File: src/rtl/id_ex_alu_issue_if.sv
// ID -> EX ALU issue bundle: ID-side request signals plus the registered EX-side outputs.
// With ALU_ISSUE_PERF_EN defined, the bundle also carries the issue/bubble counters.
interface id_ex_alu_issue_if #(
    parameter int WIDTH = 32
);
    logic             i_valid;
    logic [31:0]      i_instr;
    logic [WIDTH-1:0] i_rs_data;
    logic [WIDTH-1:0] i_rt_data;
    logic             i_stall;
    logic             i_flush;

    logic             o_valid;
    logic [3:0]       o_alu_ctrl;
    logic [WIDTH-1:0] o_src1;
    logic [WIDTH-1:0] o_src2;
    logic             o_reg_write;
    logic [4:0]       o_dest_reg;
    logic             o_mem_read;
    logic             o_mem_write;
    logic             o_illegal;

`ifdef ALU_ISSUE_PERF_EN
    logic [31:0]      o_issue_cnt;
    logic [31:0]      o_bubble_cnt;

    modport master (
        output i_valid, i_instr, i_rs_data, i_rt_data, i_stall, i_flush,
        input  o_valid, o_alu_ctrl, o_src1, o_src2, o_reg_write, o_dest_reg,
               o_mem_read, o_mem_write, o_illegal, o_issue_cnt, o_bubble_cnt
    );
    modport slave (
        input  i_valid, i_instr, i_rs_data, i_rt_data, i_stall, i_flush,
        output o_valid, o_alu_ctrl, o_src1, o_src2, o_reg_write, o_dest_reg,
               o_mem_read, o_mem_write, o_illegal, o_issue_cnt, o_bubble_cnt
    );
`else
    modport master (
        output i_valid, i_instr, i_rs_data, i_rt_data, i_stall, i_flush,
        input  o_valid, o_alu_ctrl, o_src1, o_src2, o_reg_write, o_dest_reg,
               o_mem_read, o_mem_write, o_illegal
    );
    modport slave (
        input  i_valid, i_instr, i_rs_data, i_rt_data, i_stall, i_flush,
        output o_valid, o_alu_ctrl, o_src1, o_src2, o_reg_write, o_dest_reg,
               o_mem_read, o_mem_write, o_illegal
    );
`endif
endinterface

File: src/rtl/id_ex_alu_issue.sv
// MIPS ID-stage ALU decode feeding the ID/EX pipeline register (stall/flush aware).
// Optional perf counters o_issue_cnt/o_bubble_cnt are enabled with ALU_ISSUE_PERF_EN.
module id_ex_alu_issue #(
    parameter int WIDTH = 32
) (
    input  logic                  i_clk,
    input  logic                  i_rst,
    id_ex_alu_issue_if.slave      bus
);
    typedef enum logic [3:0] {
        ALU_ADD  = 4'b0000, ALU_SUB = 4'b0001, ALU_AND = 4'b0010, ALU_OR  = 4'b0011,
        ALU_XOR  = 4'b0100, ALU_SLL = 4'b0101, ALU_SRL = 4'b0110, ALU_SRA = 4'b0111,
        ALU_SLT  = 4'b1000, ALU_SLTU = 4'b1001
    } alu_op_e;

    typedef struct packed {
        logic             valid;
        alu_op_e          alu_ctrl;
        logic [WIDTH-1:0] src1;
        logic [WIDTH-1:0] src2;
        logic             reg_write;
        logic [4:0]       dest;
        logic             mem_read;
        logic             mem_write;
        logic             illegal;
    } ex_t;

    logic [5:0]       op, funct;
    logic [4:0]       rt, rd, shamt;
    logic [15:0]      imm;
    logic [WIDTH-1:0] imm_se, imm_ze;
    logic             legal;
    ex_t              dec;
    ex_t              ex_d, ex_q;

    assign op     = bus.i_instr[31:26];
    assign rt     = bus.i_instr[20:16];
    assign rd     = bus.i_instr[15:11];
    assign shamt  = bus.i_instr[10:6];
    assign funct  = bus.i_instr[5:0];
    assign imm    = bus.i_instr[15:0];
    assign imm_se = WIDTH'({{16{imm[15]}}, imm});
    assign imm_ze = WIDTH'(imm);

    // NOTE: every field gets a default before the case so no path leaves a latch behind.
    always_comb begin
        dec           = '0;
        legal         = 1'b1;
        dec.valid     = 1'b1;
        dec.reg_write = 1'b1;
        dec.alu_ctrl  = ALU_ADD;
        dec.src1      = bus.i_rs_data;
        dec.src2      = imm_se;
        dec.dest      = rt;
        case (op)
            6'h00: begin
                dec.dest = rd;
                dec.src2 = bus.i_rt_data;
                case (funct)
                    6'h20, 6'h21: dec.alu_ctrl = ALU_ADD;
                    6'h22, 6'h23: dec.alu_ctrl = ALU_SUB;
                    6'h24:        dec.alu_ctrl = ALU_AND;
                    6'h25:        dec.alu_ctrl = ALU_OR;
                    6'h26:        dec.alu_ctrl = ALU_XOR;
                    6'h2A:        dec.alu_ctrl = ALU_SLT;
                    6'h2B:        dec.alu_ctrl = ALU_SLTU;
                    6'h00, 6'h02, 6'h03: begin
                        dec.src1 = bus.i_rt_data;
                        dec.src2 = WIDTH'(shamt);
                        dec.alu_ctrl = (funct == 6'h00) ? ALU_SLL :
                                       (funct == 6'h02) ? ALU_SRL : ALU_SRA;
                    end
                    6'h04, 6'h06, 6'h07: begin
                        dec.src1 = bus.i_rt_data;
                        dec.src2 = bus.i_rs_data;
                        dec.alu_ctrl = (funct == 6'h04) ? ALU_SLL :
                                       (funct == 6'h06) ? ALU_SRL : ALU_SRA;
                    end
                    default: legal = 1'b0;
                endcase
            end
            6'h08, 6'h09: dec.alu_ctrl = ALU_ADD;
            6'h0A:        dec.alu_ctrl = ALU_SLT;
            6'h0B:        dec.alu_ctrl = ALU_SLTU;
            6'h0C: begin dec.alu_ctrl = ALU_AND; dec.src2 = imm_ze; end
            6'h0D: begin dec.alu_ctrl = ALU_OR;  dec.src2 = imm_ze; end
            6'h0E: begin dec.alu_ctrl = ALU_XOR; dec.src2 = imm_ze; end
            6'h0F: begin
                dec.alu_ctrl = ALU_OR;
                dec.src1     = '0;
                dec.src2     = WIDTH'({imm, 16'h0000});
            end
            6'h23: dec.mem_read = 1'b1;
            6'h2B: begin dec.mem_write = 1'b1; dec.reg_write = 1'b0; end
            6'h04, 6'h05: begin
                dec.alu_ctrl  = ALU_SUB;
                dec.src2      = bus.i_rt_data;
                dec.reg_write = 1'b0;
            end
            default: legal = 1'b0;
        endcase

        if (!legal) begin
            dec         = '0;
            dec.valid   = 1'b1;
            dec.illegal = 1'b1;
        end
        // $zero is never a real writeback target.
        if (dec.dest == 5'd0) dec.reg_write = 1'b0;
    end

    // A bubble is the all-zero record, which also encodes alu_ctrl = ADD.
    always_comb begin
        ex_d = ex_q;
        if (bus.i_flush)       ex_d = '0;
        else if (bus.i_stall)  ex_d = ex_q;
        else if (!bus.i_valid) ex_d = '0;
        else                   ex_d = dec;
    end

    // NOTE: sequential state uses non-blocking assignments so every flop samples pre-edge values.
    always_ff @(posedge i_clk) begin
        if (i_rst) ex_q <= '0;
        else       ex_q <= ex_d;
    end

    assign bus.o_valid     = ex_q.valid;
    assign bus.o_alu_ctrl  = ex_q.alu_ctrl;
    assign bus.o_src1      = ex_q.src1;
    assign bus.o_src2      = ex_q.src2;
    assign bus.o_reg_write = ex_q.reg_write;
    assign bus.o_dest_reg  = ex_q.dest;
    assign bus.o_mem_read  = ex_q.mem_read;
    assign bus.o_mem_write = ex_q.mem_write;
    assign bus.o_illegal   = ex_q.illegal;

`ifdef ALU_ISSUE_PERF_EN
    logic [31:0] issue_cnt_d, issue_cnt_q, bubble_cnt_d, bubble_cnt_q;
    logic        capture, bubble;

    // Flush always inserts a bubble; an idle slot only does when not stalled.
    assign capture = !bus.i_flush && !bus.i_stall && bus.i_valid;
    assign bubble  = bus.i_flush || (!bus.i_stall && !bus.i_valid);

    always_comb begin
        issue_cnt_d  = issue_cnt_q;
        bubble_cnt_d = bubble_cnt_q;
        if (capture && (issue_cnt_q != 32'hFFFF_FFFF))  issue_cnt_d  = issue_cnt_q + 32'd1;
        if (bubble  && (bubble_cnt_q != 32'hFFFF_FFFF)) bubble_cnt_d = bubble_cnt_q + 32'd1;
    end

    always_ff @(posedge i_clk) begin
        if (i_rst) begin
            issue_cnt_q  <= '0;
            bubble_cnt_q <= '0;
        end else begin
            issue_cnt_q  <= issue_cnt_d;
            bubble_cnt_q <= bubble_cnt_d;
        end
    end

    assign bus.o_issue_cnt  = issue_cnt_q;
    assign bus.o_bubble_cnt = bubble_cnt_q;
`endif
endmodule

File: src/flat_wrapper.sv
// flat-port wrapper written by rule: the top's interface ports become plain ports
module id_ex_alu_issue_flat 
#(
    parameter int WIDTH = 32
)
  (i_clk, i_rst, bus_i_valid, bus_i_instr, bus_i_rs_data, bus_i_rt_data, bus_i_stall, bus_i_flush, bus_o_valid, bus_o_alu_ctrl, bus_o_src1, bus_o_src2, bus_o_reg_write, bus_o_dest_reg, bus_o_mem_read, bus_o_mem_write, bus_o_illegal);
  id_ex_alu_issue_if #(.WIDTH(WIDTH)) bus_i ();
  input  logic i_clk;
  input  logic i_rst;
  input wire logic [$bits(bus_i.i_valid)-1:0] bus_i_valid;
  input wire logic [$bits(bus_i.i_instr)-1:0] bus_i_instr;
  input wire logic [$bits(bus_i.i_rs_data)-1:0] bus_i_rs_data;
  input wire logic [$bits(bus_i.i_rt_data)-1:0] bus_i_rt_data;
  input wire logic [$bits(bus_i.i_stall)-1:0] bus_i_stall;
  input wire logic [$bits(bus_i.i_flush)-1:0] bus_i_flush;
  output wire logic [$bits(bus_i.o_valid)-1:0] bus_o_valid;
  output wire logic [$bits(bus_i.o_alu_ctrl)-1:0] bus_o_alu_ctrl;
  output wire logic [$bits(bus_i.o_src1)-1:0] bus_o_src1;
  output wire logic [$bits(bus_i.o_src2)-1:0] bus_o_src2;
  output wire logic [$bits(bus_i.o_reg_write)-1:0] bus_o_reg_write;
  output wire logic [$bits(bus_i.o_dest_reg)-1:0] bus_o_dest_reg;
  output wire logic [$bits(bus_i.o_mem_read)-1:0] bus_o_mem_read;
  output wire logic [$bits(bus_i.o_mem_write)-1:0] bus_o_mem_write;
  output wire logic [$bits(bus_i.o_illegal)-1:0] bus_o_illegal;
  assign bus_i.i_valid = bus_i_valid;
  assign bus_i.i_instr = bus_i_instr;
  assign bus_i.i_rs_data = bus_i_rs_data;
  assign bus_i.i_rt_data = bus_i_rt_data;
  assign bus_i.i_stall = bus_i_stall;
  assign bus_i.i_flush = bus_i_flush;
  assign bus_o_valid = bus_i.o_valid;
  assign bus_o_alu_ctrl = bus_i.o_alu_ctrl;
  assign bus_o_src1 = bus_i.o_src1;
  assign bus_o_src2 = bus_i.o_src2;
  assign bus_o_reg_write = bus_i.o_reg_write;
  assign bus_o_dest_reg = bus_i.o_dest_reg;
  assign bus_o_mem_read = bus_i.o_mem_read;
  assign bus_o_mem_write = bus_i.o_mem_write;
  assign bus_o_illegal = bus_i.o_illegal;
  id_ex_alu_issue #(.WIDTH(WIDTH)) u_core (.i_clk(i_clk), .i_rst(i_rst), .bus(bus_i));
endmodule
File: config.mk
export PLATFORM = sky130hd
export DESIGN_NAME = id_ex_alu_issue_flat
export DESIGN_NICKNAME = d
export VERILOG_FILES = /design/src/rtl/id_ex_alu_issue_if.sv /design/src/rtl/id_ex_alu_issue.sv /design/src/flat_wrapper.sv
export SDC_FILE = /design/constraint.sdc
export NUM_CORES = 1
export LEC_CHECK = 0
export BUFFER_PORTS_ARGS = -buffer_cell sky130_fd_sc_hd__buf_2
export CORE_MARGIN = 10
export CORE_UTILIZATION = 51
export DETAILED_ROUTE_END_ITERATION = 7
export HOLD_SLACK_MARGIN = 0.15
export PLACE_DENSITY = 0.86
export SYNTH_ARGS = -nofsm -noshare
export SYNTH_HDL_FRONTEND = slang
export SYNTH_SLANG_ARGS = --single-unit
File: constraint.sdc
create_clock -name i_clk -period 4.1 [get_ports i_clk]
set_input_delay 0.82 -clock i_clk [delete_from_list [all_inputs] [get_ports i_clk]]
set_output_delay 0.82 -clock i_clk [all_outputs]
set_load 0.01 [all_outputs]
; ---- Word level (Yosys, flattened, before mapping)
; Cells that the tools add are included.
[word_totals]
ff_bits = 78
n_memories = 0
wordCells = 66
ramBits = 0
output_inout_bits = 78
mem_bits_ro = 0
input_bits = 101
latch_bits = 0
[classes]
muxes = 18
eq_ne = 26
n_addsub = 0
multipliers = 0
shifts = 0
n_lt_le_gt_ge = 0
n_bitwise = 0
n_reduce_logical = 13
div_mod_pow = 0
[op_table]
columns = op, count
row1 = $pmux 32 s4, 1
row2 = $pmux 64 s2, 1
row3 = $mux 78, 1
row4 = $mux 77, 1
row5 = $eq 6x6->1 const B, 11
row6 = $pmux 32 s2, 1
row7 = $eq 6x4->1 const B, 8
row8 = $pmux 4 s8, 1
row9 = $eq 6x3->1 const B, 5
row10 = $pmux 4 s7, 1
row11 = $reduce_or 15->1, 1
row12 = $eq 6x2->1 const B, 2
row13 = $logic_not 6->1, 2
row14 = $reduce_or 12->1, 1
row15 = $reduce_or 3->1, 4
row16 = $mux 4, 2
row17 = $reduce_or 2->1, 4
row18 = $mux 1, 7
row19 = $logic_not 5->1, 1
row20 = $mux 5, 1
row21 = $pmux 1 s2, 1

; ---- Logic depth before layout (Yosys ltp)
[logic_depth]
depth_word = 9
mapped_depth = 8

; ---- Worst setup path after synthesis
; OpenSTA, ideal clock, no wires.
[synth_timing]
path_type = input to register
startpoint = input bus_i_instr[3]
endpoint = register u_core.ex_q, in the netlist u_core.bus.o_src2[27]
arrival_ns = 2.375
t_required_ns = 3.983
n_path_buf = 2
cell_stages = 7
setup_time_ns = 0.117
slack_ns = 1.608
cell_sequence = buf_2 -> or3_1 -> nor2_1 -> o32ai_4 -> buf_2 -> a221o_1 -> a22o_1
[synth_between]
elab_chain_cells = 6
word_cells_on_any_way = 24
cone_classes = 14 x eq/ne / 6 x mux / 4 x reduce/logical
[synth_rtl]
columns = element, line_no
row1 = "start, declared", flat_wrapper.sv:11  ; input wire logic [$bits(bus_i.i_instr)-1:0] bus_i_instr;
row2 = $eq 6x3->1 (tied with other cells), id_ex_alu_issue.sv:59  ; case (funct)
row3 = $reduce_or 3->1 or $reduce_or 15->1 (tied branches), -
row4 = $pmux 64 s2 or $mux 1 (tied branches), id_ex_alu_issue.sv:59
row5 = $pmux 32 s4 or $pmux 1 s2 (tied branches), id_ex_alu_issue.sv:55  ; case (op)
row6 = $mux 77 *, id_ex_alu_issue.sv:103  ; if (!legal) begin
row7 = $mux 78 *, id_ex_alu_issue.sv:117  ; else if (!bus.i_valid) ex_d = '0;
row8 = "end signal, assigned", id_ex_alu_issue.sv:123  ; if (i_rst) ex_q <= '0;
row9 = "end signal, assigned", id_ex_alu_issue.sv:124  ; else ex_q <= ex_d;
row10 = "end, declared", id_ex_alu_issue.sv:34  ; ex_t ex_d, ex_q;
; Every way passes the cells marked *; elsewhere a longest branch is shown, timed or not.
; A chain may end at the register's enable or synchronous reset.

; ---- Final worst setup path
[layout_timing]
startpoint = input bus_i_instr[31]
endpoint = register u_core.ex_q, in the netlist u_core.bus.o_src2[14]
[layout_between]
elab_chain_cells = 5
word_cells_on_any_way = 20
cone_classes = 12 x eq/ne / 4 x mux / 4 x reduce/logical
[layout_rtl]
columns = element, line_no
row1 = $eq 6x4->1 (tied with other cells), id_ex_alu_issue.sv:55
row2 = $reduce_or 12->1 (no line) (tied with other cells), -
row3 = $pmux 1 s2 or $pmux 32 s4 (tied branches), id_ex_alu_issue.sv:55
row4 = $mux 77 *, id_ex_alu_issue.sv:103
row5 = $mux 78 *, id_ex_alu_issue.sv:117
; Marked as above.

==> summary.md <==
| Metric | Value |
|---|---|
| Outcome | finished, final reports clean |
| Arrival time worst endpoint | 3.19 ns |
| Post-CTS Resized | 0 |
| Worst path slowest cell | o32ai_4 |
| Combinational family with the most area after synthesis | compound AO/OA/AOI/OAI gates |
| PD cells | 345 nW/um2 |
| Largest stage delay, worst path | 0.74 ns |
| Power share of the clock group | 44.8% |
| Worst-Margin Slew | 1.17 ns |
| Num rows | 31 |
| Antenna diodes | 0 |
| Post-Syn Area per Cell | 8.73 um2 |
| Area Growth Syn to Fin | 30.1% |
| Syn_nets | 545 |
| GR Util All Layers | 24.0% |
| Largest net degree at the start of global routing | 31 |
| Nets | 700 |
| Main synth FF type | dfxtp_1 |
| Ranking of synthesized cells by area | dfxtp_1 40%, a22oi_1 6.6%, nand2_1 6.1%, o21ai_0 5.6%, a221o_1 4.1% |
| RR Startpoint | u_core.bus.o_src2[18] |
| Top-count cell post-synth | dfxtp_1 |
| TritonCTS Buffers | 9 |
| Initial Utilization | 52.9% |
| Min Tclk post-route | 2.91 ns |
| RePlAce Congestion | 0.938 |
| Core Box Area | 7330 um2 |
| CP Class | in -> reg |
| Compound-Gate Fraction of Synth Area | 37.9% |
| RSZ-0062 raised after global routing | no |
| Xor/xnor share of the synthesized area | 0% |
| Die area | 11500 um2 |
| CTS tree | done |
| Share of total power in combinational logic | 11.3% |
| Clk_lat worst skew | 0.35 ns |
| Setup crit start kind | input pin |
| Sw power | 426 uW |
| Antenna violations before repair | 1 |
| CTS Hold Bufs | 0 |
| Pleak | 0.00239 uW |
| Mapped Cells | 444 |
| Slew HR | 22.3% |
| Switching Fraction | 24.5% |
| Launch point of the worst path | bus_i_instr[31] |
| Initial DRC count | 373 |
| Async set-reset flop share out of synthesis | 0% |
| Fmax | 0.344 GHz |
| Max-slew violations | 0 |
| Setup TNS | 0 ns |
| Post-synthesis simple-gate area fraction | 14.0% |
| Count of yosys warnings during synthesis | 0 |
| Skew final | 0 ns |
| CTS Root Buffer Type | clkbuf_8 |
| Synth unique cells | 48 |
| Final setup viols | 0 |
| Syn Std Cell Area | 3880 um2 |
| DPL Wire Length | 11000 um |
| Vias per cell | 6.17 |
| Leading area contributor after synthesis | dfxtp_1 |
| Max_cap viols | 0 |
| Final ANT Viol Nets | 0 |
| FILL cells | 592 |
| Mux cell area share after synthesis | 2.19% |
| Hold path start | u_core.bus.o_src2[7] |
| Clock-pin slew on the worst setup and hold paths | 0.09 ns |
| Tightest Hold Check Type | reg -> reg |
| Flop pwr share | 43.9% |
| WHS | 0.449 ns |
| Power Internal | 1310 uW |
| CTS HTree Levels | 3 |
| Clk buf depth | 2 |
| Die Y | 107 um |
| Final worst-path cycle share | 70.9% |
| # DRC | 0 |
| Share of layout cells above drive strength 1 | 36.4% |
| Critical-path cell list | buf_2 > or3_4 > or2_0 > o32ai_4 > buf_4 > a221oi_1 > o21ai_1 |
| Top-area cell type share of the netlist area | 40.3% |
| CP max FO | 28 |
| Register area share after synthesis | 40.3% |
| Number of buffers added on ports | 173 |
| Clock sinks | 78 |
| Grt ovf | 0 |
| Vias in the first global route | 4273 |
| First-pass GRT wire length | 22200 um |
| Top cells by count, synth | 78 x dfxtp_1, 63 x nand2_1, 43 x o21ai_0 |
| Final hold vios | 0 |
| Worst setup EP type | flop |
| #FFs+latches synth | 78 |
| Drt first pass iters | 6 |
| EDFF count, synth | 0 |
| Die width | 107 um |
| Adder-cell share of the synthesized area | 0% |
| DR WL/cell | 20.6 um |
| Setup bufs post-CTS | 0 |
| IO Pins | 179 |
| DR vias | 4339 |
| WP data required | 4.38 ns |
| Routed WL | 14500 um |
| Worst VDD drop | 0.208 mV |
## cell usage in the layout, fill, tap and decap left out, types with 3 or more instances in the layout
cell       instances
o21ai_1           14
a21oi_1            6
and2_1             4
buf_4             12
nor2b_1            4
a21o_1            18
bufinv_16          4
nor2_1            14
mux2i_1            4
or3_1              3
a221o_1           16
clkbuf_8           9
nand2b_1           6
a32oi_1            4
a21boi_0          10
nand2_1           63
or2_2              4
a22o_1            16
nor3_1             5
o21ai_0           43
a222oi_1           4
a22oi_1           34
mux2_2             4
nand3_1            3
a221oi_1          11
inv_1              6
buf_2            173
dfxtp_1           78
a32o_1             3
## power groups by stage
stage	logic, uW	clock network [uW]	registers (uW)
2_1_floorplan	95.4	0	784
3_3_place_gp	185	0	782
3_5_place_dp	190	0	782
4_1_cts	191	778	764
5_1_grt	211	818	765
6_report	196	780	764
## stage by stage
stage | std cells | util [%] | total power (uW) | instance area [um2] | setup WS [ns]
floorplan | 444 | - | 880 | 3880 | 1.61
global placement | 687 | 65.2 | 967 | 4780 | 0.906
detailed placement | 687 | 65.2 | 972 | 4780 | 0.872
CTS | 703 | 68.8 | 1730 | 5040 | 1.23
global route | 703 | 68.8 | 1790 | 5040 | 1.09
finish | 703 | 68.8 | 1740 | 5040 | 1.19
## cells by family (layout without fill, tap and decap cells)
kind of cell	Yosys count	count (layout)
AO/OA/AOI/OAI	196	196
flip-flops	78	78
AND/OR/NAND/NOR	115	115
multiplexers	8	8
buffers and inverters	47	207
## worst max-delay path, delay by kind of cell
| kind | cells | cell delay [ns] |
|---|---|---|
| buffers and inverters | 2 | 0.44 |
| AND/OR/NAND/NOR | 2 | 0.94 |
| AO/OA/AOI/OAI | 3 | 0.97 |
## worst paths after layout
| path | to | slack, ns | cells after the start |
|---|---|---|---|
| max reg2reg | u_core.bus.o_src2[18] | 3.23 | 3 |
| min | u_core.bus.o_src2[7] | 0.45 | 2 |
| min reg2reg | u_core.bus.o_src2[7] | 0.45 | 2 |
| max | u_core.bus.o_src2[14] | 1.19 | 7 |
## cell type report
type,instances,area (um2),share of cell area (%)
clock buffers,9,124,2.46
clock inverters,7,143,2.83
inverters,6,22.5,0.447
multi-input cells,319,2110,41.9
flip-flops and latches,78,1560,31.0
well taps,99,124,2.46
repair buffers,185,956,19.0
## metal layers
layer	track usage, %	vias to the layer above	part of all wire, %
met5	0	-	0.090
met4	10.8	2	3.1
met3	7.54	47	11
met2	39.9	264	49
met1	27.6	2040	38
li1	-	1986	-
Power figures use the tool's default switching activity.
